## config.mk

```make
export PLATFORM = sky130hd
export DESIGN_NAME = display_scanner
export DESIGN_NICKNAME = d
export VERILOG_FILES = /design/src/rtl/display_scanner.sv
export SDC_FILE = /design/constraint.sdc
export NUM_CORES = 1
export LEC_CHECK = 0
export BUFFER_PORTS_ARGS = -buffer_cell sky130_fd_sc_hd__buf_2
export CAP_MARGIN = 5
export CELL_PAD_IN_SITES_DETAIL_PLACEMENT = 1
export CELL_PAD_IN_SITES_GLOBAL_PLACEMENT = 1
export CORE_UTILIZATION = 44
export DETAILED_ROUTE_END_ITERATION = 12
export PLACE_DENSITY = 0.76
export SYNTH_ARGS = -nofsm -noshare
export SYNTH_HDL_FRONTEND = slang
export SYNTH_SLANG_ARGS = --single-unit
```

## constraint.sdc

```tcl
create_clock -name clock -period 2.7 [get_ports clock]
set_input_delay 0.405 -clock clock [delete_from_list [all_inputs] [get_ports clock]]
set_output_delay 0.405 -clock clock [all_outputs]
set_load 0.01 [all_outputs]
```

## src/rtl/display_scanner.sv

```systemverilog
// Time-multiplexed 7-segment scanner: latches a 32-bit word, holds each hex digit for PRESCALE cycles.
// Optional LEADING_ZERO_BLANK_EN blanks leading-zero digits (digit 0 always shown).
module display_scanner #(
    parameter int DIGITS   = 8,
    parameter int PRESCALE = 50000
) (
    input  logic              clock,
    input  logic              reset,
    input  logic [31:0]       value,
    input  logic              load,
    output logic [3:0]        nibble,
    output logic [DIGITS-1:0] anode_n,
    output logic              frame_tick
);
    localparam int PW = (PRESCALE > 1) ? $clog2(PRESCALE) : 1;
    localparam int IW = (DIGITS > 1) ? $clog2(DIGITS) : 1;
    localparam logic [PW-1:0] PC_LAST  = PW'(PRESCALE - 1);
    localparam logic [IW-1:0] IDX_LAST = IW'(DIGITS - 1);

    logic [PW-1:0]     pc, pc_nxt;
    logic [IW-1:0]     idx, idx_nxt;
    logic [31:0]       shadow, disp, disp_nxt;
    logic              pc_last, wrap;
    logic [3:0]        nibble_nxt;
    logic [DIGITS-1:0] anode_nxt;

`ifdef LEADING_ZERO_BLANK_EN
    localparam logic [31:0] VMASK = (DIGITS >= 8) ? 32'hFFFF_FFFF
                                                  : ((32'd1 << (4 * DIGITS)) - 32'd1);
    logic [31:0] upper;
    logic        blank;
`endif

    always_comb begin
        pc_last  = (pc == PC_LAST);
        wrap     = pc_last && (idx == IDX_LAST);
        pc_nxt   = pc_last ? '0 : pc + PW'(1);
        idx_nxt  = idx;
        if (pc_last)
            idx_nxt = (idx == IDX_LAST) ? '0 : idx + IW'(1);
        // disp only changes at the frame boundary so a frame never mixes two words
        disp_nxt   = wrap ? shadow : disp;
        nibble_nxt = 4'(disp_nxt >> {idx_nxt, 2'b00});
        anode_nxt  = ~(DIGITS'(1) << idx_nxt);
`ifdef LEADING_ZERO_BLANK_EN
        upper = (disp_nxt >> {idx_nxt, 2'b00}) & VMASK;
        blank = (idx_nxt != '0) && (upper == '0);
        if (blank)
            anode_nxt = '1;
`endif
    end

    always_ff @(posedge clock) begin
        if (reset) begin
            pc         <= '0;
            idx        <= '0;
            shadow     <= '0;
            disp       <= '0;
            nibble     <= 4'h0;
            anode_n    <= ~(DIGITS'(1));
            frame_tick <= 1'b0;
        end else begin
            pc         <= pc_nxt;
            idx        <= idx_nxt;
            disp       <= disp_nxt;
            if (load)
                shadow <= value;
            nibble     <= nibble_nxt;
            anode_n    <= anode_nxt;
            frame_tick <= wrap;
        end
    end
endmodule
```

== Word level (Yosys, flattened, before mapping) ==
Index checks and enable logic that the tools add are counted.
Widths: inputs -> output; s select.
Storage, ports and cells
  register bits: 96
  latch bits: 0
  RAM bits: 0
  bits in read-only memories: 0
  bits of input ports: 35
  output and inout port bits: 13
  word-level logic and storage cells: 19
  memories: 0
Operators by class
  add/subtract/negate cells: 2
  $mul: 0
  div/mod/pow operators: 0
  order comparisons: 0
  equal/unequal tests: 2
  shifts and indexed selects: 2
  multiplexer cells: 3
  bitwise logic cells: 1
  reduce and logical (&&, ||, !) cells: 2
Operators by type and width (number)
  $mux 32: 1
  $shr 32x5->4: 1
  $add 16x1->16 const B: 1
  $eq 16x16->1 const B: 1
  $not 8->8: 1
  $shl 1x3->8 const A: 1
  $mux 3: 2
  $add 3x1->3 const B: 1
  $eq 3x3->1 const B: 1
  $reduce_or 2->1: 1
  $logic_and 1x1->1: 1

== Logic depth before layout (Yosys ltp) ==
  word-level depth: 5
  gate-level depth with buffers: 9
  mapped depth without buffers: 8

== Worst setup path before layout ==
Ideal clock, no wire load.
  path type: reg2reg
  start point: reg idx[1]
  end point: reg nibble[0]
  arrival time: 1.868 ns
  setup slack: 0.716 ns
  cell stages (with the launch flop): 10
  buffers on the path: 1
  cells stage by stage: dfxtp_1 -> ha_1 -> ha_1 -> and4_1 -> nand4_2 -> buf_2 -> mux2i_1 -> o22ai_1 -> o21ai_1 -> nand2_1
Between the ends
  cells in the longest elaborated chain, start to end: 4
RTL lines
  from (decl): RTL line 21  | logic [IW-1:0] idx, idx_nxt;
  from (signal assigned): RTL line 64  | idx <= idx_nxt;
  $add 3x1->3 / $eq 3x3->1 (equally long branches): RTL line 40, 36
  $mux 3 / $logic_and 1x1->1 (equally long branches): RTL line 40, 36
  $mux 3 / $mux 32 (equally long branches): RTL line 39, 42
  $shr 32x5->4 *: RTL line 43  | nibble_nxt = 4'(disp_nxt >> {idx_nxt, 2'b00});
  to (signal assigned): RTL line 68  | nibble <= nibble_nxt;
  to (decl): RTL line 11  | output logic [3:0] nibble,
Mark *: on every way between the ends. The rest lies on a longest branch, timed or not.
A chain may end at the register's enable or synchronous reset.

== Final worst setup path ==
  start point: reg idx[0]
  end point: reg nibble[2]
The elaborated chain is that of the path after synthesis.

==> metrics <==
crit share post-route=0.8937; setup violators final=0; synthesized area=3672 um2; synth warn=0; Netlist cell types=33; clk_lat worst skew=370 ps; Post-DRT Antenna Nets=0; Switch Pwr=576.9 uW; most instantiated cells after synthesis=96 x dfxtp_1, 90 x nor2_1, 66 x mux2i_1; Max Slew Vio Count=0; vias post-DR=2,688; Die Area=8715 um2; RSZ-0062 raised after global routing=no; clock buffer count from CTS=9; worst slack, placed=214.6 ps; # DRC=0; core area=7888 um2; post-CTS sizing=0; ys async rst share=0; Hold Fails Final Rpt=0; cell count after synthesis=365; I/O pin total=48; CP required=2950 ps; GRT Overall Usage=0.2030; first-pass GRT wire length=13.41 mm; top_reg_cell synth=dfxtp_1; maximum number of pins on one net before global-route repair=43; worst vdd ir=303.2 uV; status=complete, no violations; Hold WS=273.8 ps; share of the synthesized area in the top cell type=0.5233; H-tree depth=3; FP Rows=32; Critical Path Sink Type=flip-flop; Synth area leader=dfxtp_1; Slew @ Worst Pin=590.1 ps; DIE HEIGHT=93.36 um; final setup margin=286.9 ps; PortBufs=47; Die Width=93.36 um; Remaining Overflow, GRT=0; drt first pass iters=5; leakage=0.001982 uW; Yosys reg bits=96; clk root buf=clkbuf_8; vias in the first global route=2,717; WL/cell=15.67 um; top-count cell post-synth=dfxtp_1; number of post-CTS setup repair buffers=0; ANT cells=0; met3 GRT Util=0.03333; Syn Area/Cell=10.06 um2; Logic pwr share=0.043; placed insts=499; Vias/cell=5.230; internal power=2042 uW; Initial Util=0.4656; DP Area=3986 um2; CTS tree=built; clock power share=0.396; Area contributors post-synth=dfxtp_1 52%, mux2i_1 18%, nor2_1 9.2%; Clk pin slew, worst setup/hold paths=90 ps; Hold Path Class=in -> reg; highest net fanout along the worst path=32; Routed WL=8.056 mm; syn nets=403; Setup TNS=0 ps; register area share after synthesis=0.5233; Cell Pwr Density=622.1 nW/um2; switching part of the total=0.2203; # nets final=446; fmax=0.4144 GHz; met1 Use GR=0.2592; Startpoint Class=flip-flop; crit path DAT=2670 ps; GP Congestion=0.7830; initial antenna violation count=0; Max Cap Viol=0; grt met2 use=0.3339; Max Root-Sink Buffers=2; Crit Path Category=reg -> reg; clk sink count=96; Initial DRC Count=86; layout cells sized above 1=0.1796; gr busiest metal=met2; number of flops mapped to enable cells by yosys=0; Non-Filler Instances=514; hold_buf cts=0; Final Critical Period=2413 ps; final instance area=4209 um2; flop-to-flop setup slack=290 ps; Flop pwr share=0.561; Synth-to-Final Area Change=14.62%; Clock Skew=9.012 ps; detailed placement HPWL=5.534 mm; Max-Slew Margin vs Limit=0.6030
final timing paths:
check	startpoint	end	depth (start not counted)
worst max-delay path	idx[0]	nibble[2]	9
worst min-delay path	value[26]	shadow[26]	3
worst max register to register	idx[0]	nibble[2]	9
worst min register to register	pc[0]	pc[0]	1
power groups by stage:
| stage | Clock, uW | Sequential, uW | Combinational, uW |
|---|---|---|---|
| floorplan | 0 | 1490 | 75.9 |
| global placement | 0 | 1500 | 111 |
| detailed placement | 0 | 1500 | 116 |
| CTS | 1060 | 1470 | 116 |
| global route | 1120 | 1470 | 128 |
| finish | 1040 | 1470 | 113 |
sequential cells by signal, summed over array words and instances (netlist names):
register	cells
pc	16
shadow	32
disp	32
anode_n	8
nibble	4
frame_tick	1
idx	3
logic make-up (layout without fill, tap and decap cells):
group,count (synthesis),count (layout),synth area share
multiplexers,70,70,0.1983
adder cells (fa/ha/maj),3,3,0.01022
buffers and inverters,21,68,0.02248
AND/OR/NAND/NOR,134,134,0.1700
flip-flops,96,96,0.5233
AO/OA/AOI/OAI,27,27,0.04225
XOR/XNOR,14,14,0.03339
cell usage in the layout, fill, tap and decap left out, types with 2 or more instances in the layout:
master and count:
o22ai_1 16, xor2_1 6, nor3_1 2, o21ai_1 8, mux2_2 2, clkbuf_8 10
nand2_1 12, buf_4 2, bufinv_16 2, buf_2 47, xnor2_1 8, mux2i_4 2
ha_1 3, nand3_1 6, and3_1 3, or3_1 4, mux2i_1 66, inv_1 2
nand2b_1 5, dfxtp_1 96, nor2_1 90, nand4_1 3, a21oi_1 2
worst max-delay path, stage by stage (launching register included):
cell and delay, ps:
dfxtp_1 390, ha_1 230, ha_1 230, and4_1 240
nand4_2 100, buf_6 350, mux2i_1 310, o22ai_1 140
o21ai_1 230, nand2_1 80
per-stage QoR:
step                  util  total power [uW]
detailed placement  0.5054              1619
floorplan                -              1569
CTS                 0.5332              2645
global placement    0.5054              1614
finish              0.5336              2618
global route        0.5336              2725
routing by layer:
layer,vias up,part of all wire
met5,-,0
met4,0,0.020
met3,14,0.024
met2,40,0.48
met1,1305,0.47
li1,1329,-
cell type report:
class | count | area (um2)
Clock buffer | 10 | 137.6
Clock inverter | 5 | 81.33
Fill cell | 896 | 3679
Inverter | 3 | 11.26
Multi-Input combinational cell | 248 | 1668
Sequential cell | 96 | 1922
Tap cell | 102 | 127.6
Timing Repair Buffer | 50 | 261.5
No activity file was read; power rests on OpenSTA's default activity.
